### src/rtl/video_pkg.sv
// Shared encodings for the video pattern generator: pattern selects, link modes,
// the timing FSM state type and the colour-bar palette.
package video_pkg;

  typedef enum logic [1:0] {
    PAT_BARS  = 2'd0,
    PAT_GRAD  = 2'd1,
    PAT_CHECK = 2'd2,
    PAT_SOLID = 2'd3
  } pattern_t;

  localparam logic LINK_SINGLE = 1'b0;
  localparam logic LINK_DUAL   = 1'b1;

  typedef enum logic {
    ST_IDLE = 1'b0,
    ST_RUN  = 1'b1
  } state_t;

  typedef struct packed {
    logic [7:0] r;
    logic [7:0] g;
    logic [7:0] b;
  } rgb_t;

  localparam rgb_t RGB_WHITE   = 24'hFFFFFF;
  localparam rgb_t RGB_YELLOW  = 24'hFFFF00;
  localparam rgb_t RGB_CYAN    = 24'h00FFFF;
  localparam rgb_t RGB_GREEN   = 24'h00FF00;
  localparam rgb_t RGB_MAGENTA = 24'hFF00FF;
  localparam rgb_t RGB_RED     = 24'hFF0000;
  localparam rgb_t RGB_BLUE    = 24'h0000FF;
  localparam rgb_t RGB_BLACK   = 24'h000000;

  // Bars run left to right in descending luminance order.
  function automatic rgb_t bar_colour(input logic [2:0] idx);
    case (idx)
      3'd0:    return RGB_WHITE;
      3'd1:    return RGB_YELLOW;
      3'd2:    return RGB_CYAN;
      3'd3:    return RGB_GREEN;
      3'd4:    return RGB_MAGENTA;
      3'd5:    return RGB_RED;
      3'd6:    return RGB_BLUE;
      default: return RGB_BLACK;
    endcase
  endfunction

endpackage

### src/rtl/video_pattern_gen_if.sv
// Parallel RGB888 pixel bus (sync, data valid, two pixel lanes) shared with the capture monitor.
interface video_pattern_gen_if;
  logic       vs;
  logic       hs;
  logic       de;
  logic [7:0] data0_r, data0_g, data0_b;
  logic [7:0] data1_r, data1_g, data1_b;

  modport master (output vs, hs, de, data0_r, data0_g, data0_b, data1_r, data1_g, data1_b);
  modport slave  (input  vs, hs, de, data0_r, data0_g, data0_b, data1_r, data1_g, data1_b);
endinterface

### src/rtl/video_timing_core.sv
// Raster timing: h/v counters, IDLE/RUN frame gating, registered syncs, sof and frame count.
// An IDLE cycle that sees en_i high doubles as counter cycle (0,0) of the new frame.
module video_timing_core
  import video_pkg::*;
#(
  parameter int   H_ACTIVE = 1536,
  parameter int   H_FP     = 24,
  parameter int   H_SYNC   = 40,
  parameter int   H_BP     = 48,
  parameter int   V_ACTIVE = 768,
  parameter int   V_FP     = 3,
  parameter int   V_SYNC   = 6,
  parameter int   V_BP     = 29,
  parameter logic HS_POL   = 1'b1,
  parameter logic VS_POL   = 1'b1
) (
  input  logic        pclk_i,
  input  logic        rst_i,
  input  logic        en_i,
  input  logic        link_i,
  output logic        hs_o,
  output logic        vs_o,
  output logic        de_o,
  output logic        sof_o,
  output logic [15:0] frame_cnt_o,
  output logic        frame_start,
  output logic        pix_valid,
  output logic [15:0] pix_col,
  output logic [7:0]  pix_row,
  output logic        link_q
);

  localparam logic [15:0] H_SYNC_END    = 16'(H_SYNC);
  localparam logic [15:0] H_DE_START    = 16'(H_SYNC + H_BP);
  localparam logic [15:0] H_ACT_SINGLE  = 16'(H_ACTIVE);
  localparam logic [15:0] H_ACT_DUAL    = 16'(H_ACTIVE / 2);
  localparam logic [15:0] H_LAST_SINGLE = 16'(H_SYNC + H_BP + H_ACTIVE + H_FP - 1);
  localparam logic [15:0] H_LAST_DUAL   = 16'(H_SYNC + H_BP + H_ACTIVE / 2 + H_FP - 1);
  localparam logic [15:0] V_SYNC_END    = 16'(V_SYNC);
  localparam logic [15:0] V_DE_START    = 16'(V_SYNC + V_BP);
  localparam logic [15:0] V_DE_END      = 16'(V_SYNC + V_BP + V_ACTIVE);
  localparam logic [15:0] V_LAST        = 16'(V_SYNC + V_BP + V_ACTIVE + V_FP - 1);

  state_t      state, state_nxt;
  logic [15:0] hcnt, vcnt, hcnt_nxt, vcnt_nxt, h_act;
  logic        run, h_last, v_last, f_last, hs_c, vs_c, de_c;

  // NOTE: every signal written here gets a default first, so no path leaves one unassigned and infers a latch.
  always_comb begin
    state_nxt   = state;
    run         = (state == ST_RUN) || en_i;
    h_act       = (link_q == LINK_DUAL) ? H_ACT_DUAL : H_ACT_SINGLE;
    h_last      = hcnt == ((link_q == LINK_DUAL) ? H_LAST_DUAL : H_LAST_SINGLE);
    v_last      = vcnt == V_LAST;
    f_last      = run && h_last && v_last;
    frame_start = run && (hcnt == '0) && (vcnt == '0);
    hs_c        = run && (hcnt < H_SYNC_END);
    vs_c        = run && (vcnt < V_SYNC_END);
    de_c        = run && (hcnt >= H_DE_START) && (hcnt < H_DE_START + h_act)
                      && (vcnt >= V_DE_START) && (vcnt < V_DE_END);
    pix_valid   = de_c;
    pix_col     = hcnt - H_DE_START;
    pix_row     = 8'(vcnt - V_DE_START);

    case (state)
      ST_IDLE: if (en_i) state_nxt = ST_RUN;
      ST_RUN:  if (f_last && !en_i) state_nxt = ST_IDLE;
      default: state_nxt = ST_IDLE;
    endcase

    hcnt_nxt = '0;
    vcnt_nxt = '0;
    if (run && !h_last) begin
      hcnt_nxt = hcnt + 16'd1;
      vcnt_nxt = vcnt;
    end else if (run && !v_last) begin
      vcnt_nxt = vcnt + 16'd1;
    end
  end

  // NOTE: sequential state uses non-blocking assignments so every register samples pre-edge values.
  always_ff @(posedge pclk_i or posedge rst_i) begin
    if (rst_i) state <= ST_IDLE;
    else       state <= state_nxt;
  end

  always_ff @(posedge pclk_i or posedge rst_i) begin
    if (rst_i) begin
      hcnt        <= '0;
      vcnt        <= '0;
      link_q      <= LINK_SINGLE;
      hs_o        <= ~HS_POL;
      vs_o        <= ~VS_POL;
      de_o        <= 1'b0;
      sof_o       <= 1'b0;
      frame_cnt_o <= '0;
    end else begin
      hcnt  <= hcnt_nxt;
      vcnt  <= vcnt_nxt;
      hs_o  <= hs_c ? HS_POL : ~HS_POL;
      vs_o  <= vs_c ? VS_POL : ~VS_POL;
      de_o  <= de_c;
      sof_o <= frame_start;
      if (frame_start) link_q <= link_i;
      if (f_last)      frame_cnt_o <= frame_cnt_o + 16'd1;
    end
  end

endmodule

### src/rtl/video_pattern_gen.sv
// Video test-pattern source: timing core plus a registered pattern mux for one or two pixels per clock.
module video_pattern_gen
  import video_pkg::*;
#(
  parameter int   H_ACTIVE = 1536,
  parameter int   H_FP     = 24,
  parameter int   H_SYNC   = 40,
  parameter int   H_BP     = 48,
  parameter int   V_ACTIVE = 768,
  parameter int   V_FP     = 3,
  parameter int   V_SYNC   = 6,
  parameter int   V_BP     = 29,
  parameter logic HS_POL   = 1'b1,
  parameter logic VS_POL   = 1'b1
) (
  input  logic                       pclk_i,
  input  logic                       rst_i,
  input  logic                       en_i,
  input  logic                       link_i,
  input  logic [1:0]                 pattern_sel_i,
  video_pattern_gen_if.master        pix,
  output logic                       sof_o,
  output logic [15:0]                frame_cnt_o
);

  localparam int BAR_W = H_ACTIVE / 8;

  logic        hs, vs, de, frame_start, pix_valid, link_q;
  logic [15:0] pix_col, x0, x1;
  logic [7:0]  pix_row;
  pattern_t    pat_q;
  rgb_t        px0, px1, d0, d1;

  video_timing_core #(
    .H_ACTIVE(H_ACTIVE), .H_FP(H_FP), .H_SYNC(H_SYNC), .H_BP(H_BP),
    .V_ACTIVE(V_ACTIVE), .V_FP(V_FP), .V_SYNC(V_SYNC), .V_BP(V_BP),
    .HS_POL(HS_POL), .VS_POL(VS_POL)
  ) u_core (
    .pclk_i(pclk_i), .rst_i(rst_i), .en_i(en_i), .link_i(link_i),
    .hs_o(hs), .vs_o(vs), .de_o(de), .sof_o(sof_o), .frame_cnt_o(frame_cnt_o),
    .frame_start(frame_start), .pix_valid(pix_valid),
    .pix_col(pix_col), .pix_row(pix_row), .link_q(link_q)
  );

  // Bar index by threshold compares against constant multiples of the bar width.
  function automatic rgb_t pattern_pixel(input pattern_t pat, input logic [15:0] x,
                                         input logic [7:0] y, input logic [7:0] level);
    logic [2:0] bar;
    bar = '0;
    for (int i = 1; i < 8; i++)
      if (x >= 16'(i * BAR_W)) bar = 3'(i);
    case (pat)
      PAT_BARS:  return bar_colour(bar);
      PAT_GRAD:  return '{r: x[7:0], g: y, b: x[7:0] ^ y};
      PAT_CHECK: return (x[4] ^ y[4]) ? RGB_WHITE : RGB_BLACK;
      default:   return '{r: level, g: level, b: level};
    endcase
  endfunction

  always_comb begin
    x0  = (link_q == LINK_DUAL) ? {pix_col[14:0], 1'b0} : pix_col;
    x1  = {pix_col[14:0], 1'b1};
    px0 = pattern_pixel(pat_q, x0, pix_row, frame_cnt_o[7:0]);
    px1 = pattern_pixel(pat_q, x1, pix_row, frame_cnt_o[7:0]);
  end

  always_ff @(posedge pclk_i or posedge rst_i) begin
    if (rst_i) begin
      pat_q <= PAT_BARS;
      d0    <= RGB_BLACK;
      d1    <= RGB_BLACK;
    end else begin
      if (frame_start) pat_q <= pattern_t'(pattern_sel_i);
      d0 <= pix_valid ? px0 : RGB_BLACK;
      d1 <= (pix_valid && link_q == LINK_DUAL) ? px1 : RGB_BLACK;
    end
  end

  assign pix.hs      = hs;
  assign pix.vs      = vs;
  assign pix.de      = de;
  assign pix.data0_r = d0.r;
  assign pix.data0_g = d0.g;
  assign pix.data0_b = d0.b;
  assign pix.data1_r = d1.r;
  assign pix.data1_g = d1.g;
  assign pix.data1_b = d1.b;

endmodule

### src/flat_wrapper.sv
// flat-port wrapper written by rule: the top's interface ports become plain ports
module video_pattern_gen_flat import video_pkg::*;
#(
  parameter int   H_ACTIVE = 1536,
  parameter int   H_FP     = 24,
  parameter int   H_SYNC   = 40,
  parameter int   H_BP     = 48,
  parameter int   V_ACTIVE = 768,
  parameter int   V_FP     = 3,
  parameter int   V_SYNC   = 6,
  parameter int   V_BP     = 29,
  parameter logic HS_POL   = 1'b1,
  parameter logic VS_POL   = 1'b1
)
  (pclk_i, rst_i, en_i, link_i, pattern_sel_i, sof_o, frame_cnt_o, pix_vs, pix_hs, pix_de, pix_data0_r, pix_data0_g, pix_data0_b, pix_data1_r, pix_data1_g, pix_data1_b);
  video_pattern_gen_if pix_i ();
  input  logic pclk_i;
  input  logic rst_i;
  input  logic en_i;
  input  logic link_i;
  input  logic [1:0] pattern_sel_i;
  output logic sof_o;
  output logic [15:0] frame_cnt_o;
  output wire logic [$bits(pix_i.vs)-1:0] pix_vs;
  output wire logic [$bits(pix_i.hs)-1:0] pix_hs;
  output wire logic [$bits(pix_i.de)-1:0] pix_de;
  output wire logic [$bits(pix_i.data0_r)-1:0] pix_data0_r;
  output wire logic [$bits(pix_i.data0_g)-1:0] pix_data0_g;
  output wire logic [$bits(pix_i.data0_b)-1:0] pix_data0_b;
  output wire logic [$bits(pix_i.data1_r)-1:0] pix_data1_r;
  output wire logic [$bits(pix_i.data1_g)-1:0] pix_data1_g;
  output wire logic [$bits(pix_i.data1_b)-1:0] pix_data1_b;
  assign pix_vs = pix_i.vs;
  assign pix_hs = pix_i.hs;
  assign pix_de = pix_i.de;
  assign pix_data0_r = pix_i.data0_r;
  assign pix_data0_g = pix_i.data0_g;
  assign pix_data0_b = pix_i.data0_b;
  assign pix_data1_r = pix_i.data1_r;
  assign pix_data1_g = pix_i.data1_g;
  assign pix_data1_b = pix_i.data1_b;
  video_pattern_gen #(.H_ACTIVE(H_ACTIVE), .H_FP(H_FP), .H_SYNC(H_SYNC), .H_BP(H_BP), .V_ACTIVE(V_ACTIVE), .V_FP(V_FP), .V_SYNC(V_SYNC), .V_BP(V_BP), .HS_POL(HS_POL), .VS_POL(VS_POL)) u_core (.pclk_i(pclk_i), .rst_i(rst_i), .en_i(en_i), .link_i(link_i), .pattern_sel_i(pattern_sel_i), .pix(pix_i), .sof_o(sof_o), .frame_cnt_o(frame_cnt_o));
endmodule
### config.mk
export PLATFORM = sky130hd
export DESIGN_NAME = video_pattern_gen_flat
export DESIGN_NICKNAME = d
export VERILOG_FILES = /design/src/rtl/video_pkg.sv /design/src/rtl/video_pattern_gen_if.sv /design/src/rtl/video_timing_core.sv /design/src/rtl/video_pattern_gen.sv /design/src/flat_wrapper.sv
export SDC_FILE = /design/constraint.sdc
export NUM_CORES = 1
export LEC_CHECK = 0
export BUFFER_PORTS_ARGS = -buffer_cell sky130_fd_sc_hd__buf_2
export CAP_MARGIN = 25
export CORE_UTILIZATION = 57
export CTS_BUF_LIST = sky130_fd_sc_hd__clkbuf_4 sky130_fd_sc_hd__clkbuf_8 sky130_fd_sc_hd__clkbuf_16
export DETAILED_ROUTE_END_ITERATION = 10
export GPL_ROUTABILITY_DRIVEN = 0
export GPL_TIMING_DRIVEN = 0
export PLACE_DENSITY = 0.79
export SLEW_MARGIN = 20
export SYNTH_ARGS = -nofsm -noshare
export SYNTH_HDL_FRONTEND = slang
export SYNTH_SLANG_ARGS = --single-unit
### constraint.sdc
create_clock -name pclk_i -period 5.4 [get_ports pclk_i]
set_input_delay 0.27 -clock pclk_i [delete_from_list [all_inputs] [get_ports pclk_i]]
set_output_delay 0.27 -clock pclk_i [all_outputs]
set_load 0.005 [all_outputs]
==> out/results.ini, run 1 <==
[placed_design]
placement.io_buffers = 73
post_dp_cell_area_sq_um = 6440
place_hpwl_um = 11600

[sta]
clock-skew-final_ns = 0.0155
timing.fmax_mhz = 281
number_of_endpoints_failing_setup_at_the_final_stage = 0
period_share_pct = 65.9
hold_violations = 0
timing.max_slew.rel_slack_pct = 35.5
drv_slew = 0
finalCriticalPeriod_ns = 3.56
worstMarginPinSlew_ns = 0.960
setup_total_negative_slack_ns = 0
rsz0062_at_grt = no

[die]
initial_utilization_pct = 59.6
die_area_sq_um = 10700
dieHeight_um = 104
fp-row-count = 36
die_x_um = 104
placeable_area_sq_um = 9860
boundaryPins = 74

[cts]
clk-insertion-delay-late_ns = 0.39
ctsResizeCount = 0
total_cts_buffers = 9
cts.htree.levels = 3
post_cts.repair.setup_buffers = 0
cts_root_buffer = sky130_fd_sc_hd__clkbuf_8
cts.hold.buffers_added = 1
cts.sink_count = 104
tritoncts = built
clockBufferDepth = 2
clk_pin_slew_worst_paths_ns = 0.12

[min_path]
hold_path_startpoint = link_i
min_delay_worst_endpoint = u_core.u_core.link_q$_DFFE_PP0P_
hold_path_cell_cnt = 3
holdCritPathClass = in2reg

[route]
detail_route.vias_per_cell = 6.22
dr.first_iter.drc_count = 469
routed_wire_length_per_instance_um = 18.0
ant_nets = 0
routed-via-count = 5336
drc_errors = 0
firstDrtPassIters = 5
route.final.wire_length_um = 15400

[global_route]
grt_antenna_before_repair = 0
grt_first_pass_wirelength_um = 25400
grt_util_all_layers_pct = 29.5
grt_max_degree = 78
grt_remaining_overflow = 0
first_global_vias = 5112

[finish]
non_filler_cell_area_final_sq_um = 6650
antenna_cells = 0
layout-drive-gt1-share_pct = 17.2
finalNetCount = 735
area_growth_syn_to_layout_pct = 13.3

[status]
run_status = finished, final reports clean

[setup_path]
start_kind = register
worst-path-max-fanout = 10
regToRegSetupSlack_ns = 1.84
crit_chain = inv_1, clkbuf_1, ha_1, nand4b_1, or4_4, buf_6, nor4b_4, nand4_1, nor3_2, nand4_1, xnor2_1
worst_r2r_src = u_core.u_core.link_q$_DFFE_PP0P_
timing.critical_path.slowest_stage_cell = sky130_fd_sc_hd__or4_4
rr_endpoint = u_core.u_core.frame_cnt_o[15]$_DFFE_PP0P_
timing.critical_path.mode_cell = sky130_fd_sc_hd__nand4_1
critPathCaptureType = register
criticalPathCategory = reg2reg
cp_data_required_time_ns = 5.69
timing.critical_path.buf_inv = 3
cpPeakStageDelay_ns = 0.57
path_delay_family = simple AND/OR/NAND/NOR gates
r2r.worst_path.cells = 11
timing.critical_path.arrival_ns = 3.85

[yosys]
synth.yosys.warnings = 0
syn-mean-instance-area_sq_um = 9.27
asyncSetResetFlopFracSynth_pct = 100
post_synth_most_frequent_cells = sky130_fd_sc_hd__dfrtp_1, sky130_fd_sc_hd__nand2_1, sky130_fd_sc_hd__nor2_1, sky130_fd_sc_hd__a21oi_1, sky130_fd_sc_hd__xor2_1
synth_area_leader_cell = sky130_fd_sc_hd__dfrtp_1
synthesis.area_sq_um = 5870
ys_types = 69
synth_most_common_cell = sky130_fd_sc_hd__dfrtp_1
postSynth.topFlopCell = sky130_fd_sc_hd__dfrtp_1
syn-instance-count = 634
yosysSeqAreaShare_pct = 44.3
yosys-top-cells-area = sky130_fd_sc_hd__dfrtp_1, sky130_fd_sc_hd__xor2_1, sky130_fd_sc_hd__nand2_1
synth.top_cell.area_share_pct = 44.3
number_of_synthesized_register_bits = 104
synth-edff-count = 0
synth_nets = 649

[power_and_ir_drop]
finalPower_mw = 2.69
powerDensity_nw_per_um2 = 404
p_leak_nw = 3.11
ir_worst_vdd_uv = 264

[job]
max-cap-violations = 0

[metal layers]
layer  vias up  global-route usage (%)  wire length (um)
li1       2430                       -                 -
met1      2552                    39.4              6430
met2       299                    46.9              7210
met3        55                    3.40              1100
met4         0                    17.1               668
met5         -                       0                 0
[report_power, final]
part           switching [mW]  total, mW  internal [mW]
logic                   0.877       1.31          0.435
clock network           0.313      0.499          0.186
registers              0.0589      0.880          0.821
total                    1.25       2.69           1.44
[flip-flops by register name, indices dropped and copies added, names as in the netlist, 2 cells and up]
register / flops
u_core.pix.data0_b: 8
u_core.u_core.vcnt: 16
u_core.pix.data0_r: 8
u_core.pix.data1_g: 8
u_core.pix.data0_g: 8
u_core.pix.data1_b: 8
u_core.pat_q: 2
u_core.u_core.frame_cnt_o: 16
u_core.pix.data1_r: 8
u_core.u_core.hcnt: 16
[cells in the final DEF (no fill, tap or decap), types with 6 or more instances in the layout]
| cell type | n |
|---|---|
| sky130_fd_sc_hd__nand2_1 | 71 |
| sky130_fd_sc_hd__xnor2_1 | 29 |
| sky130_fd_sc_hd__a31oi_1 | 27 |
| sky130_fd_sc_hd__clkbuf_1 | 27 |
| sky130_fd_sc_hd__or4_1 | 6 |
| sky130_fd_sc_hd__buf_2 | 79 |
| sky130_fd_sc_hd__a21oi_1 | 39 |
| sky130_fd_sc_hd__inv_1 | 12 |
| sky130_fd_sc_hd__ha_1 | 9 |
| sky130_fd_sc_hd__xor2_1 | 35 |
| sky130_fd_sc_hd__o21ai_0 | 30 |
| sky130_fd_sc_hd__o21a_1 | 7 |
| sky130_fd_sc_hd__a211oi_1 | 12 |
| sky130_fd_sc_hd__dfrtp_1 | 104 |
| sky130_fd_sc_hd__nand2b_1 | 6 |
| sky130_fd_sc_hd__nor3_1 | 14 |
| sky130_fd_sc_hd__nand3_1 | 18 |
| sky130_fd_sc_hd__nand4_1 | 13 |
| sky130_fd_sc_hd__nor2_1 | 68 |
| sky130_fd_sc_hd__clkbuf_8 | 9 |
[area by class of cell]
cell class / instances / area [sq um]
inverters: 13 / 53.8
clock inverters: 7 / 81.3
multi-input cells: 478 / 3050
fillers: 780 / 3210
well taps: 133 / 166
flip-flops and latches: 104 / 2600
plain buffers: 39 / 169
repair buffers: 75 / 403
clock buffers: 9 / 124
[worst max-delay path by stage]
| stage | from | end | slack [ns] | depth (start not counted) |
|---|---|---|---|---|
| after floorplan | rst_i | u_core.pat_q[0]$_DFFE_PP0P_ | 2.40 | 1 |
| after global placement | rst_i | u_core.u_core.vcnt[8]$_DFFE_PP0N_ | 1.45 | 2 |
| after detailed placement | u_core.u_core.link_q$_DFFE_PP0P_ | u_core.u_core.frame_cnt_o[15]$_DFFE_PP0P_ | 1.92 | 11 |
| after CTS | u_core.u_core.link_q$_DFFE_PP0P_ | u_core.u_core.frame_cnt_o[15]$_DFFE_PP0P_ | 1.91 | 11 |
| after global routing | u_core.u_core.link_q$_DFFE_PP0P_ | u_core.u_core.frame_cnt_o[15]$_DFFE_PP0P_ | 1.61 | 11 |
| final | u_core.u_core.link_q$_DFFE_PP0P_ | u_core.u_core.frame_cnt_o[15]$_DFFE_PP0P_ | 1.84 | 11 |
[logic make-up (layout without fill, tap and decap cells)]
group           after synthesis  after routing  share of synthesized area, %
compound gates              152            152                          17.4
xor+xnor                     64             64                          9.54
fa+ha+maj                    11             11                          2.26
buf+inv                      52            143                          3.71
flops                       104            104                          44.3
mux                           9              9                          1.64
simple gates                242            242                          21.2
[stage by stage]
stage                     cells  setup slack [ns]  util, %  hold WS (ns)
after floorplan             634              2.40        -         0.378
after global placement      840              1.45     64.9         0.454
after detailed placement    841              1.92     65.3         0.257
after CTS                   858              1.91     67.5        0.0848
after global routing        858              1.61     67.5         0.110
final                       858              1.84     67.5        0.0948
[worst reg2reg max path, stage by stage (launching register included)]
cell and delay (ns):
sky130_fd_sc_hd__dfrtp_1 0.54, sky130_fd_sc_hd__inv_1 0.13, sky130_fd_sc_hd__clkbuf_1 0.29, sky130_fd_sc_hd__ha_1 0.38, sky130_fd_sc_hd__nand4b_1 0.19, sky130_fd_sc_hd__or4_4 0.57, sky130_fd_sc_hd__buf_6 0.15, sky130_fd_sc_hd__nor4b_4 0.47
sky130_fd_sc_hd__nand4_1 0.23, sky130_fd_sc_hd__nor3_2 0.23, sky130_fd_sc_hd__nand4_1 0.15, sky130_fd_sc_hd__xnor2_1 0.15
Power figures use the tool's default switching activity.
==> run 2: changes to the inputs <==
ABC_AREA = 1   (was unset)
CORE_UTILIZATION = 53   (was 57)
PLACE_DENSITY = 0.77   (was 0.79)
clock period = 3 ns   (was 5.4 ns; I/O delays follow)
==> out/results.ini, run 2 <==
[status]
run_status = finished, final reports clean

[placed_design]
place_hpwl_um = 11300  ; -2.7%
place.detailed.instances = 1060  ; +26%
placement.io_buffers = 73  ; unchanged
dp_slack_ns = -0.00903  ; -1.93 ns

[power_and_ir_drop]
power.clock.fraction_pct = 24.7  ; +6.2 points
pwr-share-seq_pct = 35.4  ; +2.7 points
net_load_switching_power_mw = 1.92  ; +54%
power_switching_share_pct = 41.7  ; -4.7 points
p_leak_nw = 3.95  ; +27%
powerDensity_nw_per_um2 = 656  ; +62%
internal_power_mw = 2.68  ; +86%
ir_worst_vdd_uv = 508  ; +92%
finalPower_mw = 4.60  ; +71%
power.share.combinational_pct = 39.9  ; -8.9 points

[sta]
drv_slew = 0  ; unchanged
number_of_endpoints_failing_setup_at_the_final_stage = 0  ; unchanged
finalCriticalPeriod_ns = 2.89  ; -0.670 ns
timing.max_slew.rel_slack_pct = 56.5  ; +21 points
period_share_pct = 96.2  ; +30 points
timing.fmax_mhz = 347  ; +23%
final.hold.worst_slack_ns = 0.0123  ; -0.0825 ns
clock-skew-final_ns = 0.00826  ; -0.00726 ns
post-route-worst-setup-slack_ns = 0.114  ; -1.73 ns
hold_violations = 0  ; unchanged
rsz0062_at_grt = yes
setup_total_negative_slack_ns = 0  ; unchanged
worstMarginPinSlew_ns = 0.650  ; -0.309 ns

[finish]
finish.cell_count_without_fillers = 1076  ; +25%
area_growth_syn_to_layout_pct = 14.4
layout-drive-gt1-share_pct = 14.7  ; -2.5 points
finalNetCount = 946  ; +29%
reg_top3 = u_core.u_core.frame_cnt_o: 16 flops, u_core.u_core.hcnt: 16 flops, u_core.u_core.vcnt: 16 flops
final_common_cell = sky130_fd_sc_hd__nand2_1
antenna_cells = 0  ; unchanged
layout.cells.most_common_list = sky130_fd_sc_hd__nand2_1, sky130_fd_sc_hd__inv_1, sky130_fd_sc_hd__dfrtp_1

[yosys]
synth_nets = 861  ; +33%
post_synth_most_frequent_cells = sky130_fd_sc_hd__nand2_1, sky130_fd_sc_hd__inv_1, sky130_fd_sc_hd__dfrtp_1, sky130_fd_sc_hd__nor2_1, sky130_fd_sc_hd__nand3_1
yosysSeqAreaShare_pct = 42.4  ; -1.9 points
yosys-top-cells-area = sky130_fd_sc_hd__dfrtp_1, sky130_fd_sc_hd__nand2_1, sky130_fd_sc_hd__inv_1
asyncSetResetFlopFracSynth_pct = 100  ; unchanged
postSynth.topFlopCell = sky130_fd_sc_hd__dfrtp_1
ys_types = 47  ; -32%
synth_most_common_cell = sky130_fd_sc_hd__nand2_1
syn-instance-count = 846  ; +33%
number_of_synthesized_register_bits = 104  ; unchanged
synthesis.area_sq_um = 6140  ; +4.5%
syn-mean-instance-area_sq_um = 7.25  ; -22%
synth_area_leader_cell = sky130_fd_sc_hd__dfrtp_1
synth.yosys.warnings = 0  ; unchanged
synth-edff-count = 0  ; unchanged
synth.top_cell.area_share_pct = 42.4  ; -1.9 points

[cts]
cts_root_buffer = sky130_fd_sc_hd__clkbuf_16
cts.sink_count = 104  ; unchanged
clockBufferDepth = 2  ; unchanged
clk_pin_slew_worst_paths_ns = 0.07  ; -0.05 ns
clk-insertion-delay-late_ns = 0.35  ; -0.04 ns
total_cts_buffers = 9  ; unchanged
cts.htree.levels = 3  ; unchanged
tritoncts = built

[global_route]
grt_antenna_before_repair = 0  ; unchanged
grt_remaining_overflow = 0  ; unchanged
grt_first_pass_wirelength_um = 25300  ; -0.11%
grt_max_degree = 62  ; -21%
grt_util_all_layers_pct = 27.1  ; -2.4 points
first_global_vias = 5301  ; +3.7%

[route]
firstDrtPassIters = 5  ; unchanged
routed-via-count = 5652  ; +5.9%
routed_wire_length_per_instance_um = 13.8  ; -23%
dr.first_iter.drc_count = 356  ; -24%
route.final.wire_length_um = 14900  ; -3.6%
ant_nets = 0  ; unchanged
drc_errors = 0  ; unchanged
detail_route.vias_per_cell = 5.25  ; -16%

[min_path]
holdCritPathClass = in2reg

[setup_path]
critPathCaptureType = register
timing.critical_path.mode_cell = sky130_fd_sc_hd__inv_1
timing.critical_path.slowest_stage_cell = sky130_fd_sc_hd__dfrtp_1
timing.critical_path.arrival_ns = 3.17  ; -0.68 ns
cp_data_required_time_ns = 3.29  ; -2.40 ns
cpPeakStageDelay_ns = 0.47  ; -0.10 ns
regToRegSetupSlack_ns = 0.11  ; -1.73 ns
start_kind = register
worst-path-max-fanout = 15  ; +5
criticalPathCategory = reg2reg
crit_chain = inv_1, ha_1, nand4_1, inv_1, a221oi_1, nand2_1, a21oi_1, nand2_1, inv_1, nand2_1, inv_1

[job]
max-cap-violations = 0  ; unchanged

[die]
initial_utilization_pct = 55.4  ; -4.2 points
die_x_um = 110  ; +5.9%
die_area_sq_um = 12000  ; +12%
boundaryPins = 74  ; unchanged
fp-row-count = 38  ; +5.6%
placeable_area_sq_um = 11100  ; +12%
dieHeight_um = 110  ; +5.9%

run 2: changes by cell type in the layout (fill, tap and decap cells not counted), moves of 8 or more:
cell	previous run	this run
sky130_fd_sc_hd__a211oi_1	12	0
sky130_fd_sc_hd__a31oi_1	27	1
sky130_fd_sc_hd__clkbuf_1	27	7
sky130_fd_sc_hd__clkbuf_16	0	9
sky130_fd_sc_hd__clkbuf_8	9	0
sky130_fd_sc_hd__inv_1	12	141
sky130_fd_sc_hd__nand2_1	71	207
sky130_fd_sc_hd__nand2_2	0	11
sky130_fd_sc_hd__nand3_1	18	73
sky130_fd_sc_hd__nor2_1	68	76
sky130_fd_sc_hd__nor3_1	14	27
sky130_fd_sc_hd__xnor2_1	29	2
sky130_fd_sc_hd__xor2_1	35	21
run 2: power groups by stage:
stage          combinational (mW)  clock [mW]  sequential (mW)
6_report                     1.84        1.14             1.63
5_1_grt                      2.14        1.22             1.65
4_1_cts                      1.81        1.16             1.62
3_5_place_dp                 1.78           0             1.65
3_3_place_gp                 1.75           0             1.65
2_1_floorplan                1.39           0             1.64
run 2: worst max-delay path: cells and delay by family, from the launching register on:
family | cells | cell delay, ns
and+or+nand+nor | 4 | 0.60
buffers and inverters | 4 | 0.60
adders and majority gates | 1 | 0.31
DFF | 1 | 0.47
AOI/OAI and AO/OA | 2 | 0.84
run 2: per-stage QoR:
stage               util (%)  cell area [sq um]
detailed placement      60.6               6710
finish                  63.3               7020
global placement        60.3               6680
floorplan                  -               6140
global route            63.3               7020
CTS                     63.2               7000
run 2: layer usage:
metal	vias up	global-route usage (%)	wire (um)
met4	0	11.0	459
met2	183	42.9	6630
met3	30	4.33	815
li1	2867	-	-
met5	-	0	0
met1	2572	37.2	6950
run 2: kinds of logic after synthesis:
group,Yosys count,share of synthesized area (%)
AND/OR/NAND/NOR,444,32.7
flip-flops,104,42.4
XOR/XNOR,23,3.28
buffers and inverters,162,10.1
AO/OA/AOI/OAI,104,9.63
adder cells (fa/ha/maj),9,1.84
run 2: area by class of cell:
| type | instances | area [sq um] |
|---|---|---|
| Buffer | 13 | 61.3 |
| Inverter | 148 | 561 |
| Clock buffer | 9 | 225 |
| Tap cell | 140 | 175 |
| Multi-Input combinational cell | 580 | 2930 |
| Clock inverter | 7 | 62.6 |
| Fill cell | 988 | 4060 |
| Sequential cell | 104 | 2600 |
| Timing Repair Buffer | 75 | 403 |
run 2: what timing repair did:
item,in CTS,in global routing
endpoints found under the hold margin,43,0
gates resized for setup,0,3
endpoints found under the setup margin,7,7
buffers inserted,0,0
hold buffers,1,0
run 2: path summary, 6_finish.rpt:
path | to | cells after the start | start
worst max-delay path | u_core.pix.data1_r[3]$_DFF_PP0_ | 11 | u_core.u_core.link_q$_DFFE_PP0P_
worst min-delay path | u_core.u_core.state$_DFF_PP0_ | 2 | en_i
worst max register to register | u_core.pix.data1_r[3]$_DFF_PP0_ | 11 | u_core.u_core.link_q$_DFFE_PP0P_
worst min register to register | u_core.u_core.frame_cnt_o[15]$_DFFE_PP0P_ | 1 | u_core.u_core.frame_cnt_o[15]$_DFFE_PP0P_
max in group asynchronous | u_core.pix.data0_r[6]$_DFF_PP0_ | 4 | rst_i
min in group asynchronous | u_core.u_core.sof_o$_DFF_PP0_ | 3 | rst_i
